`src/rtl/layer_mem_arbiter.sv`:
```
`default_nettype none
// ============================================================================
// Module  : layer_mem_arbiter
// Purpose : Round-robin arbiter sharing the layer-memory port between the
//           conv/ReLU writer (0) and the max-pool engine (1), with burst lock.
//           Define ARB_STATS_EN to add grant and conflict counters.
// Revision: 1.0
// ============================================================================
module layer_mem_arbiter #(
    parameter int AW       = 12,
    parameter int DW       = 20,
    parameter int SW       = 3,
    parameter int MAX_LOCK = 8
) (
    input  logic          clk,
    input  logic          reset,
    input  logic          req0,
    input  logic          req1,
    input  logic          we0,
    input  logic          we1,
    input  logic          lock0,
    input  logic          lock1,
    input  logic [AW-1:0] addr0,
    input  logic [AW-1:0] addr1,
    input  logic [DW-1:0] wdata0,
    input  logic [DW-1:0] wdata1,
    input  logic [SW-1:0] sel0,
    input  logic [SW-1:0] sel1,
    output logic          gnt0,
    output logic          gnt1,
    output logic          rvalid0,
    output logic          rvalid1,
    output logic [DW-1:0] rdata,
    output logic          cwr,
    output logic          crd,
    output logic [AW-1:0] caddr_wr,
    output logic [AW-1:0] caddr_rd,
    output logic [DW-1:0] cdata_wr,
    output logic [SW-1:0] csel,
`ifdef ARB_STATS_EN
    output logic [15:0]   gcnt0,
    output logic [15:0]   gcnt1,
    output logic [15:0]   conflict_cnt,
`endif
    input  logic [DW-1:0] cdata_rd
);

    localparam int c_CNT_W = $clog2(MAX_LOCK + 1);
    localparam logic [c_CNT_W-1:0] c_LOCK_LAST = c_CNT_W'(MAX_LOCK - 1);

    typedef enum logic [1:0] {
        ST_UNLOCKED = 2'd0,
        ST_OWN0     = 2'd1,
        ST_OWN1     = 2'd2
    } state_t;

    state_t               r_state;
    logic                 r_last;
    logic [c_CNT_W-1:0]   r_lock_cnt;

    logic                 r_cwr;
    logic                 r_crd;
    logic [AW-1:0]        r_caddr_wr;
    logic [AW-1:0]        r_caddr_rd;
    logic [DW-1:0]        r_cdata_wr;
    logic [SW-1:0]        r_csel;
    logic                 r_rd_idx;
    logic                 r_rvalid0;
    logic                 r_rvalid1;
    logic [DW-1:0]        r_rdata;

    logic                 w_gnt0;
    logic                 w_gnt1;
    logic                 w_gnt_any;
    logic                 w_idx;
    logic                 w_we;
    logic                 w_lock;
    logic [AW-1:0]        w_addr;
    logic [DW-1:0]        w_wdata;
    logic [SW-1:0]        w_sel;

    // An owner excludes the other requester; otherwise a tie goes opposite to r_last.
    always_comb begin
        w_gnt0 = 1'b0;
        w_gnt1 = 1'b0;
        case (r_state)
            ST_OWN0: w_gnt0 = req0;
            ST_OWN1: w_gnt1 = req1;
            default: begin
                if (req0 && req1) begin
                    w_gnt0 = r_last;
                    w_gnt1 = ~r_last;
                end else begin
                    w_gnt0 = req0;
                    w_gnt1 = req1;
                end
            end
        endcase
    end

    assign w_gnt_any = w_gnt0 | w_gnt1;
    assign w_idx     = w_gnt1;
    assign w_we      = w_idx ? we1    : we0;
    assign w_lock    = w_idx ? lock1  : lock0;
    assign w_addr    = w_idx ? addr1  : addr0;
    assign w_wdata   = w_idx ? wdata1 : wdata0;
    assign w_sel     = w_idx ? sel1   : sel0;

    always_ff @(posedge clk or posedge reset) begin
        if (reset) begin
            r_state    <= ST_UNLOCKED;
            r_last     <= 1'b1;
            r_lock_cnt <= '0;
            r_cwr      <= 1'b0;
            r_crd      <= 1'b0;
            r_caddr_wr <= '0;
            r_caddr_rd <= '0;
            r_cdata_wr <= '0;
            r_csel     <= '0;
            r_rd_idx   <= 1'b0;
            r_rvalid0  <= 1'b0;
            r_rvalid1  <= 1'b0;
            r_rdata    <= '0;
        end else begin
            r_cwr <= w_gnt_any && w_we;
            r_crd <= w_gnt_any && !w_we;
            if (w_gnt_any) begin
                r_csel <= w_sel;
                if (w_we) begin
                    r_caddr_wr <= w_addr;
                    r_cdata_wr <= w_wdata;
                end else begin
                    r_caddr_rd <= w_addr;
                    r_rd_idx   <= w_idx;
                end
            end

            // Memory answers combinationally during the strobe cycle.
            r_rvalid0 <= r_crd && !r_rd_idx;
            r_rvalid1 <= r_crd && r_rd_idx;
            if (r_crd) begin
                r_rdata <= cdata_rd;
            end

            if (w_gnt_any) begin
                r_last <= w_idx;
                case (r_state)
                    ST_UNLOCKED: begin
                        if (w_lock && (MAX_LOCK > 1)) begin
                            r_state    <= w_idx ? ST_OWN1 : ST_OWN0;
                            r_lock_cnt <= c_CNT_W'(1);
                        end
                    end
                    default: begin
                        // Forced release once the burst reaches MAX_LOCK grants.
                        if (!w_lock || (r_lock_cnt >= c_LOCK_LAST)) begin
                            r_state    <= ST_UNLOCKED;
                            r_lock_cnt <= '0;
                        end else begin
                            r_lock_cnt <= r_lock_cnt + c_CNT_W'(1);
                        end
                    end
                endcase
            end
        end
    end

    assign gnt0     = w_gnt0;
    assign gnt1     = w_gnt1;
    assign cwr      = r_cwr;
    assign crd      = r_crd;
    assign caddr_wr = r_caddr_wr;
    assign caddr_rd = r_caddr_rd;
    assign cdata_wr = r_cdata_wr;
    assign csel     = r_csel;
    assign rvalid0  = r_rvalid0;
    assign rvalid1  = r_rvalid1;
    assign rdata    = r_rdata;

`ifdef ARB_STATS_EN
    logic [15:0] r_gcnt0;
    logic [15:0] r_gcnt1;
    logic [15:0] r_conflict_cnt;
    logic        w_conflict;

    assign w_conflict = req0 && req1 && (w_gnt0 != w_gnt1);

    always_ff @(posedge clk or posedge reset) begin
        if (reset) begin
            r_gcnt0        <= '0;
            r_gcnt1        <= '0;
            r_conflict_cnt <= '0;
        end else begin
            if (w_gnt0 && (r_gcnt0 != 16'hFFFF)) begin
                r_gcnt0 <= r_gcnt0 + 16'd1;
            end
            if (w_gnt1 && (r_gcnt1 != 16'hFFFF)) begin
                r_gcnt1 <= r_gcnt1 + 16'd1;
            end
            if (w_conflict && (r_conflict_cnt != 16'hFFFF)) begin
                r_conflict_cnt <= r_conflict_cnt + 16'd1;
            end
        end
    end

    assign gcnt0        = r_gcnt0;
    assign gcnt1        = r_gcnt1;
    assign conflict_cnt = r_conflict_cnt;
`endif

endmodule
`default_nettype wire

```
`config.mk`:
```
export PLATFORM = sky130hd
export DESIGN_NAME = layer_mem_arbiter
export DESIGN_NICKNAME = d
export VERILOG_FILES = /design/src/rtl/layer_mem_arbiter.sv
export SDC_FILE = /design/constraint.sdc
export NUM_CORES = 1
export LEC_CHECK = 0
export CORE_UTILIZATION = 36
export CTS_CLUSTER_SIZE = 16
export DETAILED_ROUTE_END_ITERATION = 10
export MAX_ROUTING_LAYER = met4
export PLACE_DENSITY = 0.81
export SYNTH_ARGS = -nofsm -noshare
export SYNTH_HDL_FRONTEND = slang
export SYNTH_SLANG_ARGS = --single-unit
```
`constraint.sdc`:
```
create_clock -name clk -period 2.2 [get_ports clk]
set_input_delay 0.22 -clock clk [delete_from_list [all_inputs] [get_ports clk]]
set_output_delay 0.22 -clock clk [all_outputs]
set_load 0.01 [all_outputs]
```
* After elaboration in Yosys (flattened, before gate mapping)
Cells that the tools add are included. Widths: inputs -> output; s select.
Operators by class: multiplexer cells 16, bitwise operators 3, magnitude comparators 1, reduce and logical (&&, ||, !) cells 15, add/sub/neg operators 1, equal/unequal tests 3
Operator list (count):
- $mux 20 | 1
- $mux 12 | 1
- $mux 4 | 3
- $mux 2 | 4
- $reduce_and 2->1 | 3
- $logic_and 1x1->1 | 5
- $add 4x1->4 const B | 1
- $ge 4x3->1 const B | 1
- $mux 1 | 4
- $pmux 1 s2 | 2
- $logic_not 1->1 | 3
- $mux 3 | 1
- $reduce_and 3->1 | 1
- $eq 2x1->1 const B | 1
- $eq 2x2->1 const B | 1
- $logic_not 2->1 | 1
- $ne 2x2->1 const B | 1
- $not 1->1 | 2
- $reduce_bool 2->1 | 1
- $logic_or 1x1->1 | 1
- $or 1x1->1 | 1
Storage, ports and cells: register bits after elaboration 79, logic and storage cells 52, output and inout bits 73

* Depth between registers and ports, before layout
Gate-level depths: netlist (run 1).
depth after elaboration 8, depth in mapped cells 10, mapped depth without buffers 8

* Least setup slack after synthesis (run 1)
No wires, ideal clock.
kind reg-to-reg, from reg r_state[0], to reg r_cdata_wr[0], in the netlist cdata_wr[0], cell stages (with the launch flop) 10, data required time 2070 ps, slack 76 ps, data arrival time 1994 ps, cell sequence dfrtp_1 -> inv_1 -> ha_1 -> nor2b_1 -> or3_1 -> buf_4 -> o31ai_4 -> buf_4 -> buf_2 -> a31oi_1
Between the ends: cells in the longest elaborated chain, start to end 4
Ends and longest elaborated chain:
- from (decl) | line 57 | state_t r_state;
- from (signal assigned) | line 150 | r_state <= w_idx ? ST_OWN1 : ST_OWN0;
- $eq 2x2->1 or $eq 2x1->1 (tied branches) | line 86 | case (r_state)
- $pmux 1 s2 | line 86
- $or 1x1->1 or $mux 1 (tied branches) | line 101, 103
- $reduce_and 2->1 (no source line)
- to (signal assigned) | line 131 | r_cdata_wr <= w_wdata;
- to (decl) | line 65 | logic [DW-1:0] r_cdata_wr;
Parallel ways exist; a longest one is shown, timed or not. A chain may end at the register's enable or synchronous reset.

* Worst setup path after layout (run 1)
from reg r_state[0], to reg r_caddr_rd[6], in the netlist caddr_rd[6]
Between the ends: cells in the longest elaborated chain, start to end 5
Ends and longest elaborated chain:
- $eq 2x2->1 or $eq 2x1->1 (tied branches) | line 86
- $pmux 1 s2 | line 86
- $mux 1 | line 103 | assign w_we = w_idx ? we1 : we0;
- $not 1->1 (no source line)
- $reduce_and 2->1 (no source line)
- to (signal assigned) | line 133 | r_caddr_rd <= w_addr;
- to (decl) | line 64 | logic [AW-1:0] r_caddr_rd;
Parallel ways exist; a longest one is shown, timed or not.

==> out/metrics.csv, run 1 <==
metric,value,unit
Synth area leader,dfrtp_1,
Synth top area share,56.9,%
n_diodes,0,
CTS root buffer,clkbuf_8,
Synth Area in Simple Gates,14.0,%
hold_buf cts,0,
Final period util,97.6,%
row cnt,35,
vias per inst,4.83,
Syn Nets,430,
# port buffers,170,
Mapped Area,3430,sq um
worst reg2reg path depth,11,
status,"finished, final reports clean",
Starting Density,37.1,%
largest family of logic cells by synthesized area,simple AND/OR/NAND/NOR gates,
core area,9240,sq um
clock-pin slew on the worst setup and hold paths,0.09,ns
die area,9920,sq um
DRT Wirelength,10200,microns
final net count,622,
worst skew pair latency,0.35,ns
placed cells,626,
post-synthesis instance total,328,
first-pass GRT wire length,15000,microns
unrepaired setup endpoints after global routing,yes,
number of H-tree levels,3,
Final Setup Violations,0,
mux cell area share after synthesis,10.1,%
post-synthesis compound-gate area fraction,12.7,%
worst slew pin tran,0.573,ns
"Area growth, synth to finish",69.8,%
# DRC,0,
reg2reg start,r_state[0],
yosys warns,0,
Critical Path End Type,flip-flop,
"IR drop worst, VDD",0.000795,V
max_slew headroom,61.8,%
Worst R2R Setup Slack,0.05,ns
XOR/XNOR share of the synthesized area,0,%
largest net degree at the start of global routing,46,
Final Hold Viols,0,
min cycle time layout,2.15,ns
Die Y,99.6,microns
CP Launch Type,flip-flop,
number of max-cap violations,0,
Leakage,2.48,nW
Synth Register Bits,79,
Setup Crit Path Kind,flip-flop to flip-flop,
Reg-to-Reg End,caddr_rd[6],
clock skew,0.0144,ns
CTS tree,built,
Worst EP required,2.47,ns
# fillers,756,
vias in the first global route,3178,
synthesized area per cell,10.5,sq um
adder-cell share of the synthesized area,1.46,%
Iter 0 DRT Violations,91,
"Design Area, Final",5820,sq um
cts bufs inserted,9,
Non-Filler Instances,654,
share of cells above drive strength 1,16.2,%
GRT Util Overall,19.9,%
Cell variety after synth,32,
Clock Path Buffers,2,
WP data arrival,2.42,ns
I/O pin count,171,
clock sink count,79,
HPWL Detailed,7030,microns
Fmax achieved,466,MHz
initial antenna violation count,0,
pwr/cell area,1470,nW/um^2
setup TNS,0,ns
antenna-violating nets left,0,
average wire per standard cell,15.6,microns
CP max FO,7,
GRT overflow,0,
Hold Path Class,primary input to async pin,
post-synthesis sequential area ratio,57.7,%
via count,3160,
Placer Congestion,0.849,
fin. max-slew vios,0,
Synth area leaders,"dfrtp_1 57%, mux2_2 6.6%, nand2_1 5.7%, nor2_1 5.3%, a31oi_1 4.4%",
drt first pass iters,4,
placed inst area,5360,sq um
Die W,99.6,microns
==> critical path: stages, from the launching register on <==
cell and delay (ns):
dfrtp_1 0.37, inv_2 0.06, ha_4 0.27, buf_6 0.09
nor3b_2 0.04, or3_4 0.43, buf_6 0.14, o31ai_4 0.21
buf_6 0.16, buf_12 0.12, nor2_1 0.04, a21oi_1 0.14
==> routing by layer <==
metal  routed length (microns)  global-route usage, %  vias up
met4                       114                   6.90        0
met2                      5130                   34.4      109
li1                          -                      -     1509
met5                         0                      -        -
met1                      4430                   23.5     1532
met3                       498                   3.37       10
==> through the flow <==
stage	setup WS, ns	total power [W]	hold WS, ns	utilization [%]
4_1_cts	-0.0341	0.00810	0.345	60.4
3_3_place_gp	0.0438	0.00678	0.474	58.1
6_report	0.0519	0.00856	0.347	63.0
2_1_floorplan	0.0757	0.00477	0.368	-
3_5_place_dp	-0.0278	0.00696	0.491	58.1
5_1_grt	-0.0407	0.00914	0.368	63.0
==> power breakdown <==
group          total (W)  switching (W)  internal (W)
Sequential       0.00258       0.000399       0.00219
Clock            0.00112       0.000579      0.000539
Combinational    0.00486        0.00218       0.00267
==> Yosys cell counts (all sizes together) <==
cell type and number:
nand4 2, dfrtp 78, o21ai 9, a22o 2
o22ai 2, a21o 1, ha 4, nor3b 1
clkbuf 5, dfstp 1, a221oi 1, nand4b 1
mux2 20, a31oi 24, nor2 48, buf 13
nor2b 2, o31ai 3, nor3 1, inv 10
and2 2, nand2b 1, or3 2, nand2 52
nand3 4, nand3b 1, mux2i 12, a21oi 26
==> final cells by class <==
| class | count | area [sq um] | share of cell area (%) |
|---|---|---|---|
| flip-flops and latches | 79 | 1980 | 34.0 |
| inverters | 10 | 43.8 | 0.752 |
| well taps | 129 | 161 | 2.77 |
| repair buffers | 199 | 2080 | 35.7 |
| multi-input cells | 221 | 1360 | 23.4 |
| clock buffers | 9 | 124 | 2.13 |
| clock inverters | 7 | 77.6 | 1.33 |
==> sequential cells by signal, indices dropped and copies added (netlist names) <==
| register | cells |
|---|---|
| caddr_rd | 12 |
| caddr_wr | 12 |
| cdata_wr | 20 |
| crd | 1 |
| csel | 3 |
| cwr | 1 |
| r_last | 1 |
| r_lock_cnt | 4 |
| r_rd_idx | 1 |
| r_state | 2 |
| rdata | 20 |
| rvalid0 | 1 |
| rvalid1 | 1 |
==> repair_timing <==
item                                    in CTS  in global routing
endpoints found under the setup margin      25                 38
gates resized for setup                      5                 19
cloned                                       0                  6
pin swaps                                    1                  5
setup buffers                                1                  5
==> worst max-delay path by stage <==
| stage | from | endpoint | slack [ns] | cells after the start |
|---|---|---|---|---|
| 6_report | r_state[0] | caddr_rd[6] | 0.05 | 11 |
| 5_1_grt | r_state[0] | caddr_rd[6] | -0.04 | 11 |
| 4_1_cts | r_state[0] | gnt0 | -0.03 | 6 |
| 3_5_place_dp | r_state[0] | r_lock_cnt[3] | -0.03 | 10 |
| 3_3_place_gp | r_state[0] | gnt0 | 0.04 | 6 |
| 2_1_floorplan | r_state[0] | cdata_wr[0] | 0.08 | 9 |
==> placed cells by master, fill, tap and decap left out, types with 2 or more instances in the layout <==
| master | netlist | routed |
|---|---|---|
| a21oi_1 | 26 | 23 |
| a21oi_2 | 0 | 3 |
| a22o_1 | 2 | 2 |
| a31oi_1 | 24 | 24 |
| and2_1 | 2 | 2 |
| buf_12 | 0 | 3 |
| buf_4 | 3 | 15 |
| buf_6 | 2 | 5 |
| clkbuf_16 | 0 | 6 |
| clkbuf_8 | 0 | 9 |
| clkdlybuf4s50_1 | 0 | 168 |
| clkinv_2 | 0 | 2 |
| dfrtp_1 | 78 | 78 |
| ha_1 | 4 | 3 |
| inv_1 | 9 | 6 |
| inv_2 | 1 | 2 |
| inv_6 | 0 | 2 |
| mux2_2 | 20 | 20 |
| mux2i_1 | 12 | 12 |
| nand2_1 | 52 | 52 |
| nand3_1 | 4 | 3 |
| nand4_1 | 2 | 2 |
| nor2_1 | 48 | 46 |
| nor2_2 | 0 | 2 |
| nor2b_1 | 2 | 2 |
| o21ai_0 | 9 | 8 |
| o22ai_1 | 2 | 2 |
| o31ai_4 | 3 | 3 |
==> logic make-up (layout without fill, tap and decap cells) <==
group	after synthesis	in the layout
simple gates	117	117
mux	32	32
fa+ha+maj	4	4
flops	79	79
buf+inv	28	225
compound gates	68	68
No activity file was read; power rests on OpenSTA's default activity.
==> run 2, diff against run 1 <==
CTS_CLUSTER_SIZE = 25   (was 16)
==> results of run 2 <==
No change in the layout: final DEF, timing and power equal those of run 1.
==> run 3, diff against run 2 <==
CORE_MARGIN = 2   (was unset)
==> run 3 against run 2 <==
Effect of this change:
- worst hold slack worse by 0.056 ns
- first-iteration DRC count is 22% lower
- sequential share of layout area is 0.96 points lower
- maximum frequency is 1.0% lower
- clock power is 9.8% higher
- sequential power is 2% higher
- combinational power is 5.1% higher
- register-to-register slack worse by 0.02 ns
- highest routed layer unchanged
- setup slack worse by 0.022 ns
- largest power group unchanged
- power is 4.7% higher
- wire length is 2.2% higher
- via count is 1.9% higher
==> out/metrics.csv, run 3 (synthesis gave the netlist of run 1 again) <==
metric,value,unit,change
worst slew pin tran,0.562,ns,-0.0113 ns
WP buf/inv,4,,-1
vias in the first global route,3192,,+0.44%
I/O pin count,171,,unchanged
Final period util,98.6,%,+1.0 points
max_slew headroom,62.5,%,+0.67 points
Starting Density,37.1,%,unchanged
CP Launch Type,flip-flop,,
number of max-cap violations,0,,unchanged
row cnt,35,,unchanged
Die W,102,microns,+2.0%
cts bufs inserted,9,,unchanged
CP cell instances,inv_2 -> ha_4 -> nor2b_4 -> or3_4 -> buf_6 -> o31ai_4 -> buf_6 -> clkbuf_16 -> nor2_1 -> a21oi_1,,
first-pass GRT wire length,15300,microns,+1.8%
initial antenna violation count,0,,unchanged
worst reg2reg path depth,10,,-1
Worst R2R Setup Slack,0.03,ns,-0.02 ns
status,"finished, final reports clean",,
"Area growth, synth to finish",74.7,%,
clock skew,0.0111,ns,-0.00327 ns
Hold Path Class,primary input to async pin,,
crit-path max cell delay,0.42,ns,about the same
"CP delay by family, top",simple AND/OR/NAND/NOR gates,,
core area,9240,sq um,unchanged
setup TNS,0,ns,unchanged
Leakage,2.53,nW,+2.3%
WP data arrival,2.44,ns,+0.02 ns
Final Setup Violations,0,,unchanged
final net count,628,,+0.96%
average wire per standard cell,15.8,microns,+1.3%
Die Y,102,microns,+2.0%
n_diodes,0,,unchanged
Worst EP required,2.47,ns,about the same
number of H-tree levels,3,,unchanged
vias per inst,4.88,,+1.0%
Non-Filler Instances,660,,+0.92%
pwr/cell area,1500,nW/um^2,+1.7%
clock-pin slew on the worst setup and hold paths,0.10,ns,about the same
setup ws final,0.0298,ns,-0.0221 ns
share of cells above drive strength 1,19.6,%,+3.4 points
die area,10300,sq um,+4.1%
HPWL Detailed,7260,microns,+3.2%
CP max FO,6,,-1
placed cells,627,,+0.16%
Clock Path Buffers,2,,unchanged
Placer Congestion,0.802,,-5.5%
CTS root buffer,clkbuf_8,,
GRT overflow,0,,unchanged
hold_buf cts,0,,unchanged
worst skew pair latency,0.35,ns,about the same
drt first pass iters,4,,unchanged
# port buffers,170,,unchanged
fin. max-slew vios,0,,unchanged
antenna-violating nets left,0,,unchanged
reg2reg start,r_state[1],,
largest net degree at the start of global routing,30,,-35%
min cycle time layout,2.17,ns,+0.0221 ns
Fmax achieved,461,MHz,-1.0%
DRT Wirelength,10400,microns,+2.2%
clock sink count,79,,unchanged
unrepaired setup endpoints after global routing,yes,,
"Max stage delay cell, worst path",or3_4,,
Final Hold Viols,0,,unchanged
Iter 0 DRT Violations,71,,-22%
dpl ws,-0.0211,ns,+0.00665 ns
Reg-to-Reg End,caddr_rd[7],,
CTS tree,built,,
Setup Crit Path Kind,flip-flop to flip-flop,,
Critical Path End Type,flip-flop,,
"commonest non-fill, non-tap cell in the layout",clkdlybuf4s50_1,,
Levels on crit path,10,,-1
GRT Util Overall,19.5,%,-0.44 points
CP startpoint,r_state[1],,
Final Util,64.8,%,+1.8 points
"IR drop worst, VDD",0.000726,V,-8.7%
via count,3221,,+1.9%
most frequent cells in the layout,"168 x clkdlybuf4s50_1, 78 x dfrtp_1, 52 x nand2_1, 33 x nor2_1",,
CP most frequent cell,buf_6,,
# DRC,0,,unchanged
==> run 3: area by class of cell <==
cell class,instances,area [sq um]
Clock inverter,7,104
Multi-Input combinational cell,221,1420
Fill cell,723,3250
Sequential cell,79,1980
Tap cell,129,161
Clock buffer,9,124
Inverter,10,43.8
Timing Repair Buffer,205,2160
==> run 3: how the worst max path moves through the flow <==
stage,to,slack (ns)
after floorplan,cdata_wr[0],0.08
after global placement,r_state[1],0.05
after detailed placement,cdata_wr[14],-0.02
after CTS,cdata_wr[14],0.001
after global routing,caddr_rd[10],-0.05
final,caddr_rd[7],0.03
==> run 3: worst register-to-register path, delay by kind of cell (launching register included) <==
family | cells | cell delay (ns)
AND/OR/NAND/NOR | 3 | 0.58
flip-flops | 1 | 0.40
adder cells (fa/ha/maj) | 1 | 0.21
AO/OA/AOI/OAI | 2 | 0.36
buffers and inverters | 4 | 0.54
==> run 3: per-layer routing <==
layer / vias to the layer above / part of all wire (%) / global-route usage (%)
met5: - / 0 / -
li1: 1523 / - / -
met3: 15 / 5.4 / 3.17
met4: 0 / 1.5 / 6.76
met2: 117 / 52 / 33.0
met1: 1566 / 41 / 23.5
==> run 3: power by group <==
| part | internal (W) | switching, W |
|---|---|---|
| Sequential | 0.00219 | 0.000436 |
| Clock | 0.000655 | 0.000577 |
| Combinational | 0.00286 | 0.00225 |
==> run 3: per-stage QoR <==
| stage | total power (W) | area, sq um | hold slack (ns) |
|---|---|---|---|
| floorplan | 0.00477 | 3430 | 0.368 |
| global placement | 0.00680 | 5380 | 0.474 |
| detailed placement | 0.00695 | 5380 | 0.478 |
| CTS | 0.00834 | 5670 | 0.294 |
| global route | 0.00955 | 5990 | 0.314 |
| finish | 0.00896 | 5990 | 0.291 |
==> run 3: timing repair <==
action	4_1_cts	5_1_grt
pin swaps	2	5
endpoints found under the setup margin	38	53
buffers inserted	3	6
cloned	1	7
gates resized for setup	6	37
